==> src/rtl/vga_pkg.sv <==
// vga_pkg
// Shared raster constants for the 1280x1024@60 VGA output (108 MHz pixel clock).
// Holds the horizontal/vertical timing, the counter widths used on the raster
// bus and the renderer latency that the sync outputs have to be aligned to.
// No ports; imported or referenced by scope from the timing generator.
package vga_pkg;

   localparam int H_ACTIVE = 1280;
   localparam int H_FP     = 48;
   localparam int H_SYNC   = 112;
   localparam int H_BP     = 248;
   localparam int H_TOTAL  = H_ACTIVE + H_FP + H_SYNC + H_BP;

   localparam int V_ACTIVE = 1024;
   localparam int V_FP     = 1;
   localparam int V_SYNC   = 3;
   localparam int V_BP     = 38;
   localparam int V_TOTAL  = V_ACTIVE + V_FP + V_SYNC + V_BP;

   localparam int COL_W   = 12;
   localparam int ROW_W   = 11;
   localparam int FRAME_W = 8;

   // Renderer RGB latency: one cycle of sprite RAM read plus one output register.
   localparam int RENDER_LATENCY = 2;
   localparam int MAX_SYNC_DELAY = 7;

endpackage

==> src/rtl/sync_delay_line.sv <==
// sync_delay_line
// Enable-qualified shift register that carries the hsync/vsync pair so the
// syncs leave the chip on the same pixel as the renderer's RGB.
// Ports:
//   clock  in   pixel clock, rising edge
//   reset  in   synchronous active-low reset, loads every stage with INIT
//   en_i   in   shift enable (pixel enable); stages hold while low
//   d_i    in   2-bit sync pair {hs, vs} entering the line
//   q_o    out  2-bit sync pair after DEPTH enabled stages (DEPTH=0 passes through)
module sync_delay_line #(
   parameter int         DEPTH = 2,
   parameter logic [1:0] INIT  = 2'b00
) (
   input  logic       clock,
   input  logic       reset,
   input  logic       en_i,
   input  logic [1:0] d_i,
   output logic [1:0] q_o
);

   if (DEPTH < 0 || DEPTH > vga_pkg::MAX_SYNC_DELAY) begin : g_badDepth
      $error("sync_delay_line: DEPTH %0d outside 0..%0d", DEPTH, vga_pkg::MAX_SYNC_DELAY);
   end

   if (DEPTH == 0) begin : g_bypass
      assign q_o = d_i;
   end else begin : g_stages
      logic [1:0] stage_q [DEPTH];

      // Shift one stage per enabled clock; reset puts the inactive sync level in
      // every stage so no stale pulse can emerge after reset is released.
      always_ff @(posedge clock) begin
         if (!reset) begin
            for (int i = 0; i < DEPTH; i++) begin
               stage_q[i] <= INIT;
            end
         end else if (en_i) begin
            stage_q[0] <= d_i;
            for (int i = 1; i < DEPTH; i++) begin
               stage_q[i] <= stage_q[i-1];
            end
         end
      end

      assign q_o = stage_q[DEPTH-1];
   end

endmodule

==> src/rtl/vga_timing_gen.sv <==
// vga_timing_gen
// Raster timing source for the VGA output. An internal pixel/line counter pair
// scans the frame; a registered output stage presents the position, the
// visible flag and the raw syncs together, and the syncs then pass through a
// short delay line so they line up with the renderer's RGB pipeline.
// Ports:
//   clock        in   pixel clock, rising edge
//   reset        in   synchronous active-low reset
//   pix_en       in   advance enable; everything holds while low
//   display_col  out  current column, 0..H_TOTAL-1
//   display_row  out  current line, 0..V_TOTAL-1
//   visible      out  high inside the active picture
//   hsync        out  horizontal sync, polarity SYNC_POS, delayed SYNC_DELAY
//   vsync        out  vertical sync, polarity SYNC_POS, delayed SYNC_DELAY
//   frame_start  out  single pix_en-cycle pulse while the position is (0,0)
//   frame_count  out  completed-frame counter, wraps 255->0
module vga_timing_gen #(
   parameter int H_ACTIVE   = vga_pkg::H_ACTIVE,
   parameter int H_FP       = vga_pkg::H_FP,
   parameter int H_SYNC     = vga_pkg::H_SYNC,
   parameter int H_BP       = vga_pkg::H_BP,
   parameter int V_ACTIVE   = vga_pkg::V_ACTIVE,
   parameter int V_FP       = vga_pkg::V_FP,
   parameter int V_SYNC     = vga_pkg::V_SYNC,
   parameter int V_BP       = vga_pkg::V_BP,
   parameter int SYNC_POS   = 1,
   parameter int SYNC_DELAY = vga_pkg::RENDER_LATENCY
) (
   input  logic                          clock,
   input  logic                          reset,
   input  logic                          pix_en,
   output logic [vga_pkg::COL_W-1:0]     display_col,
   output logic [vga_pkg::ROW_W-1:0]     display_row,
   output logic                          visible,
   output logic                          hsync,
   output logic                          vsync,
   output logic                          frame_start,
   output logic [vga_pkg::FRAME_W-1:0]   frame_count
);

   localparam int COL_W   = vga_pkg::COL_W;
   localparam int ROW_W   = vga_pkg::ROW_W;
   localparam int FRAME_W = vga_pkg::FRAME_W;

   localparam int H_TOTAL  = H_ACTIVE + H_FP + H_SYNC + H_BP;
   localparam int V_TOTAL  = V_ACTIVE + V_FP + V_SYNC + V_BP;
   localparam int HS_START = H_ACTIVE + H_FP;
   localparam int HS_END   = HS_START + H_SYNC;
   localparam int VS_START = V_ACTIVE + V_FP;
   localparam int VS_END   = VS_START + V_SYNC;

   localparam logic [COL_W-1:0] H_LAST = COL_W'(H_TOTAL - 1);
   localparam logic [ROW_W-1:0] V_LAST = ROW_W'(V_TOTAL - 1);

   localparam logic       SYNC_IDLE      = (SYNC_POS == 0);
   localparam logic [1:0] SYNC_IDLE_PAIR = {SYNC_IDLE, SYNC_IDLE};

   if (H_TOTAL - 1 >= (1 << COL_W)) begin : g_badHTotal
      $error("vga_timing_gen: H_TOTAL-1 (%0d) does not fit in %0d bits", H_TOTAL - 1, COL_W);
   end
   if (V_TOTAL - 1 >= (1 << ROW_W)) begin : g_badVTotal
      $error("vga_timing_gen: V_TOTAL-1 (%0d) does not fit in %0d bits", V_TOTAL - 1, ROW_W);
   end
   if (SYNC_DELAY < 0 || SYNC_DELAY > vga_pkg::MAX_SYNC_DELAY) begin : g_badDelay
      $error("vga_timing_gen: SYNC_DELAY %0d outside 0..%0d", SYNC_DELAY, vga_pkg::MAX_SYNC_DELAY);
   end

   logic [COL_W-1:0]   h_q, h_d;
   logic [ROW_W-1:0]   v_q, v_d;
   logic [FRAME_W-1:0] fc_q, fc_d;

   logic [COL_W-1:0]   col_q;
   logic [ROW_W-1:0]   row_q;
   logic [FRAME_W-1:0] fcOut_q;
   logic               visible_q, visible_d;
   logic               fs_q, fs_d;
   logic [1:0]         rawSync_q, rawSync_d;
   logic [1:0]         syncOut;

   logic hWrap, vLast, hsActive, vsActive;

   // Next counter position plus the decode of the current position. The decode
   // is taken from the counters, then registered alongside the position copy,
   // so column, row, visible and raw syncs always describe the same pixel.
   always_comb begin
      hWrap    = (h_q == H_LAST);
      vLast    = (v_q == V_LAST);
      h_d      = hWrap ? '0 : h_q + 1'b1;
      v_d      = v_q;
      fc_d     = fc_q;
      if (hWrap) begin
         v_d = vLast ? '0 : v_q + 1'b1;
         if (vLast) begin
            fc_d = fc_q + 1'b1;
         end
      end
      hsActive  = (int'(h_q) >= HS_START) && (int'(h_q) < HS_END);
      vsActive  = (int'(v_q) >= VS_START) && (int'(v_q) < VS_END);
      visible_d = (int'(h_q) < H_ACTIVE) && (int'(v_q) < V_ACTIVE);
      fs_d      = (h_q == '0) && (v_q == '0);
      rawSync_d = {hsActive ^ SYNC_IDLE, vsActive ^ SYNC_IDLE};
   end

   // Counter stage and registered output stage advance together on pix_en.
   // Reset returns the counters to (0,0) and parks the outputs in the blank,
   // sync-inactive state; the first enabled clock afterwards presents (0,0).
   always_ff @(posedge clock) begin
      if (!reset) begin
         h_q       <= '0;
         v_q       <= '0;
         fc_q      <= '0;
         col_q     <= '0;
         row_q     <= '0;
         fcOut_q   <= '0;
         visible_q <= 1'b0;
         fs_q      <= 1'b0;
         rawSync_q <= SYNC_IDLE_PAIR;
      end else if (pix_en) begin
         h_q       <= h_d;
         v_q       <= v_d;
         fc_q      <= fc_d;
         col_q     <= h_q;
         row_q     <= v_q;
         fcOut_q   <= fc_q;
         visible_q <= visible_d;
         fs_q      <= fs_d;
         rawSync_q <= rawSync_d;
      end
   end

   // Syncs are delayed to match the renderer's RGB latency.
   sync_delay_line #(
      .DEPTH (SYNC_DELAY),
      .INIT  (SYNC_IDLE_PAIR)
   ) u_syncDelay (
      .clock (clock),
      .reset (reset),
      .en_i  (pix_en),
      .d_i   (rawSync_q),
      .q_o   (syncOut)
   );

   assign display_col = col_q;
   assign display_row = row_q;
   assign visible     = visible_q;
   assign hsync       = syncOut[1];
   assign vsync       = syncOut[0];
   assign frame_count = fcOut_q;

   // A held (0,0) position must not look like a second frame start to
   // downstream logic, so the pulse is masked by the live enable.
   assign frame_start = fs_q & pix_en;

endmodule

==> config.mk <==
export PLATFORM = sky130hd
export DESIGN_NAME = vga_timing_gen
export DESIGN_NICKNAME = d
export VERILOG_FILES = /design/src/rtl/vga_pkg.sv /design/src/rtl/sync_delay_line.sv /design/src/rtl/vga_timing_gen.sv
export SDC_FILE = /design/constraint.sdc
export NUM_CORES = 1
export LEC_CHECK = 0
export BUFFER_PORTS_ARGS = -buffer_cell sky130_fd_sc_hd__buf_2
export CORE_MARGIN = 2
export CORE_UTILIZATION = 52
export CTS_BUF_LIST = sky130_fd_sc_hd__clkbuf_8
export DETAILED_ROUTE_END_ITERATION = 10
export PLACE_DENSITY = 0.77
export SYNTH_ARGS = -nofsm -noshare
export SYNTH_HDL_FRONTEND = slang
export SYNTH_SLANG_ARGS = --single-unit
==> constraint.sdc <==
create_clock -name clock -period 2.2 [get_ports clock]
set_clock_uncertainty 0.15 [all_clocks]
set_input_delay 0.44 -clock clock [delete_from_list [all_inputs] [get_ports clock]]
set_output_delay 0.44 -clock clock [all_outputs]
set_load 0.01 [all_outputs]
### Yosys cells after proc, flatten, opt, wreduce, memory -nomap -nowiden

Memory sizes are Yosys's and may differ from the RTL's.
Index checks and enable logic that the tools add are counted.
W data, S select, Z words.

* add/subtract/negate cells: 3
* magnitude comparators: 6
* equal/unequal tests: 2
* muxes and demuxes: 8
* bitwise logic cells: 3
* reductions and logical operators: 8

Operators with widths (number)
* $lt A12 B11 Y1 const B: 2
* $lt A11 B11 Y1 const B: 2
* $add A12 B1 Y12 const B: 1
* $eq A12 B11 Y1 const B: 1
* $ge A12 B11 Y1 const B: 1
* $logic_not A12 Y1: 1
* $mux W12: 1
* $add A11 B1 Y11 const B: 1
* $eq A11 B11 Y1 const B: 1
* $ge A11 B11 Y1 const B: 1
* $logic_not A11 Y1: 1
* $mux W11: 1
* $add A8 B1 Y8 const B: 1
* $logic_and A1 B1 Y1: 4
* $mux W1: 4
* $mux W2: 2
* $reduce_and A3 Y1: 1
* $or A1 B1 Y1: 2
* $reduce_and A2 Y1: 1
* $and A1 B1 Y1: 1

* bits in registers: 66
* bits in writable memories: 4
* input bits: 3
* output and inout port bits: 35
* word-level logic and storage cells: 40
* memories kept: 1

Memories
* u_syncDelay.g_stages.stage_q: depth 2, bits a word 2, read ports 2, clocked after Yosys merged registers in 0, write ports 2, RTL line sync_delay_line.sv:28 `logic [1:0] stage_q [DEPTH];`

### Depth between registers and ports, before layout

* word-level depth: 4
* gate-level depth with buffers: 8
* gate-level depth less buffers: 6

### By module

From an unflattened synthesis, not the netlist that was laid out.

* cells, all modules: 329
* area total of the unflattened synthesis: 3045.4 µm²

By module, submodules not included
* vga_timing_gen: times used 1, cells each 318, area each 2879.0 µm², seq. area each 1321.3 µm²
* sync_delay_line: times used 1, cells each 11, area each 166.4 µm², seq. area each 120.1 µm²

### Worst setup path before layout

Ideal clock, no wire load.

* path kind: register -> register
* start: reg h_q[8]
* end: reg fc_q[7]
* library setup time: 0.070 ns
* arrival: 2.162 ns
* required time: 1.980 ns
* path slack: -0.183 ns
* cell stages (with the launch flop): 7
* buffers on the path: 2
* clock period less this slack: 2.383 ns
* path through: dfxtp_1 -> buf_6 -> or4_4 -> or4_1 -> buf_2 -> or4_1 -> a21oi_1

* word-level cells in the longest chain between the ends: 2

RTL lines
* start: declaration: RTL line vga_timing_gen.sv:68 `logic [COL_W-1:0] h_q, h_d;`
* start signal: assignment: RTL line vga_timing_gen.sv:109 `h_q <= '0;`
* start signal: assignment: RTL line vga_timing_gen.sv:119 `h_q <= h_d;`
* $eq A12 B11 Y1: RTL line vga_timing_gen.sv:86 `hWrap = (h_q == H_LAST);`
* $reduce_and A3 Y1 (no source line)
* end signal: assignment: RTL line vga_timing_gen.sv:111 `fc_q <= '0;`
* end signal: assignment: RTL line vga_timing_gen.sv:121 `fc_q <= fc_d;`
* end: declaration: RTL line vga_timing_gen.sv:70 `logic [FRAME_W-1:0] fc_q, fc_d;`

Every way passes these cells.
A chain may end at the register's enable or synchronous reset.

### Worst setup path in the final report

* start: reg h_q[8]
* end: reg v_q[9]

* word-level cells in the longest chain between the ends: 2

RTL lines
* $eq A12 B11 Y1: RTL line vga_timing_gen.sv:86
* $reduce_and A2 Y1 (no source line)
* end signal: assignment: RTL line vga_timing_gen.sv:120 `v_q <= v_d;`
* end: declaration: RTL line vga_timing_gen.sv:69 `logic [ROW_W-1:0] v_q, v_d;`

Every way passes these cells.

==> run metrics <==
Max Root-Sink Buffers=2; pin count of the biggest net entering global routing=23; cts bufs inserted=9; # nets final=slightly above 400; chip height=around 81 µm; post-detail-place hpwl=about 4700 µm; Max Cap Viol=0; Final Critical Period=2192 ps; DIE AREA=0.006530 mm²; Die Wd=roughly 81 µm; worst setup margin=7.916 ps; register area share after synthesis=46.98%; Antenna Cells=0; CP Class=register to register; CTS tree=yes; Post-Synthesis Cells=338; Logic pwr share=under 10%; Clock Pin Slew Worst Setup and Hold Paths=70 ps; share of layout cells above drive strength 1=25.25%; Psw=547.5 µW; Setup crit end=v_q[9]; Hold Violations, Final=0; Synthesis Warnings=0; total track usage=22.88%; leading cell types in the layout, fill and taps excluded=dfxtp_1 (64), nor2_1 (48), buf_2 (37); top post-synthesis cells by area=dfxtp_1 (43%), mux2i_1 (10%), nor2_1 (5.9%), edfxtp_1 (3.9%), nand4_1 (2.7%); distinct cell type count after synthesis=40; Routed WL=6723 µm; fillers=474; Residual DRC=0; max-slew violations=0; RSZ-0062 raised after global routing=yes; Final setup viols=0; total gr overflow=0; Starting Density=54.71%; cell row count=27; Via Count=2625; DR iter-0 viols=137; worst reg2reg setup slack=8 ps; Max VDD drop=0.0004912 V; Setup TNS=0 ps; min-delay worst type=register to register; Area Overhead vs Synth=24.06%; power per cell area=685.4 mW/mm²; Worst Setup Start Kind=register; worst hold slack=310.6 ps; reg2reg start=h_q[8]; status=finished clean; net count after synthesis=347; clock power share=46.0%; I/O Pins=38; top cell type's share of synthesized area=43.07%; period utilisation layout=99.64%; area leader, netlist=dfxtp_1; Max Fanout on Critical Path=5; most common cell after layout, fill and taps aside=dfxtp_1; H-tree levels=3; Max Clk Rate=0.4562 GHz; Via density=about 5.5; FF-to-FF path depth=5; mapped cell area=0.003068 mm²; dpl cell area=0.003503 mm²; worst-skew pair later-pin latency=340 ps; mean post-synth cell area=9.077 µm²; Detail Route Antenna Nets=0; Flop pwr share=49.7%; Num Clock Sinks=70; predominant post-synthesis flop cell=dfxtp_1; core outline area=0.005608 mm²; DRT Pass-1 Iters=5; number of flops mapped to enable cells by yosys=4; drt wl/cell=14.12 µm; first-pass GRT wire length=11520 µm; RD Place Congestion=0.8418; root buffer cell=clkbuf_8; port buffer count=37; dpl ws=-125.1 ps; r2r endpoint=v_q[9]; register bit total from synthesis=70; critical path data required time=2330 ps; CP startpoint=h_q[8]; final instance area=0.003806 mm²; ys async rst share=0%; vias in the first global route=2561; Slew headroom=74.84%; CP Data Arrival Time=2320 ps; antenna violations before repair=0; Worst Setup End Kind=register; design internal power=2.061 mW; Sw Ratio=20.99%; worst-margin pin slew=around 380 ps; P_leak=roughly 1.6 nW
-- area by class of cell --
type	count	area, µm²	area share [%]
repair buffers	73	466.7	12.26
inverters	12	45.04	1.183
multi-input cells	233	1526	40.11
clock buffers	12	165.2	4.339
clock inverters	4	68.82	1.808
flip-flops and latches	70	1444	37.94
well taps	72	90.09	2.367
-- power by group through the flow --
| stage | logic [mW] | registers, mW | clock network (mW) |
|---|---|---|---|
| 4_1_cts | 0.114 | 1.30 | 1.21 |
| 5_1_grt | 0.127 | 1.30 | 1.26 |
| 2_1_floorplan | 0.0737 | 1.33 | 0 |
| 3_3_place_gp | 0.112 | 1.32 | 0 |
| 3_5_place_dp | 0.113 | 1.33 | 0 |
| 6_report | 0.114 | 1.30 | 1.20 |
-- cell families after synthesis --
family	synth area share, %
adder cells (fa/ha/maj)	2.447
AO/OA/AOI/OAI	8.850
XOR/XNOR	3.426
flip-flops	46.98
AND/OR/NAND/NOR	23.21
buffers and inverters	4.649
multiplexers	10.44
-- timing repair --
item	in CTS	in global routing
setup buffers	1	1
cloned	0	0
hold buffers	0	0
endpoints found under the hold margin	0	0
pin swaps	5	7
resized for setup	4	11
setup endpoints to repair	21	14
-- sequential cells by signal, indices dropped and copies added, names as in the netlist --
signal and flops:
visible 1, v_q 11, fc_q 8, rawSync_q 2, h_q 12, frame_count 8
fs_q 1, u_syncDelay.g_stages.stage_q 4, display_col 12, display_row 11
-- worst max-delay path: stages (launching register included) --
cell and delay, ps:
dfxtp_2 320, or4_4 550, buf_6 130, or4_4 430
or4_1 410, a21oi_1 150
-- through the flow --
step | util [%] | instances | power [mW]
2_1_floorplan | - | 338 | 1.403
3_3_place_gp | 62.47 | 458 | 1.436
3_5_place_dp | 62.47 | 458 | 1.439
4_1_cts | 67.00 | 475 | 2.622
5_1_grt | 67.87 | 476 | 2.680
6_report | 67.87 | 476 | 2.609
-- cells in the mapped netlist (all sizes together) (2+ instances only) --
cell	n
or3	7
nor4	5
o21a	3
xor2	4
o31ai	6
o311ai	2
nor2	48
ha	6
and3	8
clkbuf	19
edfxtp	4
dfxtp	66
nand4	13
or4	8
nor4b	2
nor3	7
a21oi	16
nand3	12
o21ai	12
buf	4
mux2i	32
nand2	16
o41ai	2
nand2b	5
and4	3
inv	12
xnor2	8
-- metal layers --
metal / vias to the layer above / share of wire (%) / wire, µm / global-route usage, %
met1: 1226 / 45 / 3040 / 29.08
met5: - / 0 / 0 / 0
met3: 11 / 4.9 / 330 / 4.000
met2: 65 / 48 / 3233 / 38.10
li1: 1323 / - / - / -
met4: 0 / 1.8 / 119 / 10.17
-- worst min-delay path by stage --
stage,slack (ps),start,cells past startpoint,to
finish,310,rawSync_q[0],2,rawSync_q[0]
global placement,290,fs_q,2,fs_q
detailed placement,300,rawSync_q[0],2,rawSync_q[0]
global route,340,visible,2,visible
floorplan,270,rawSync_q[0],2,rawSync_q[0]
CTS,320,rawSync_q[0],2,rawSync_q[0]
Power figures use the tool's default switching activity.
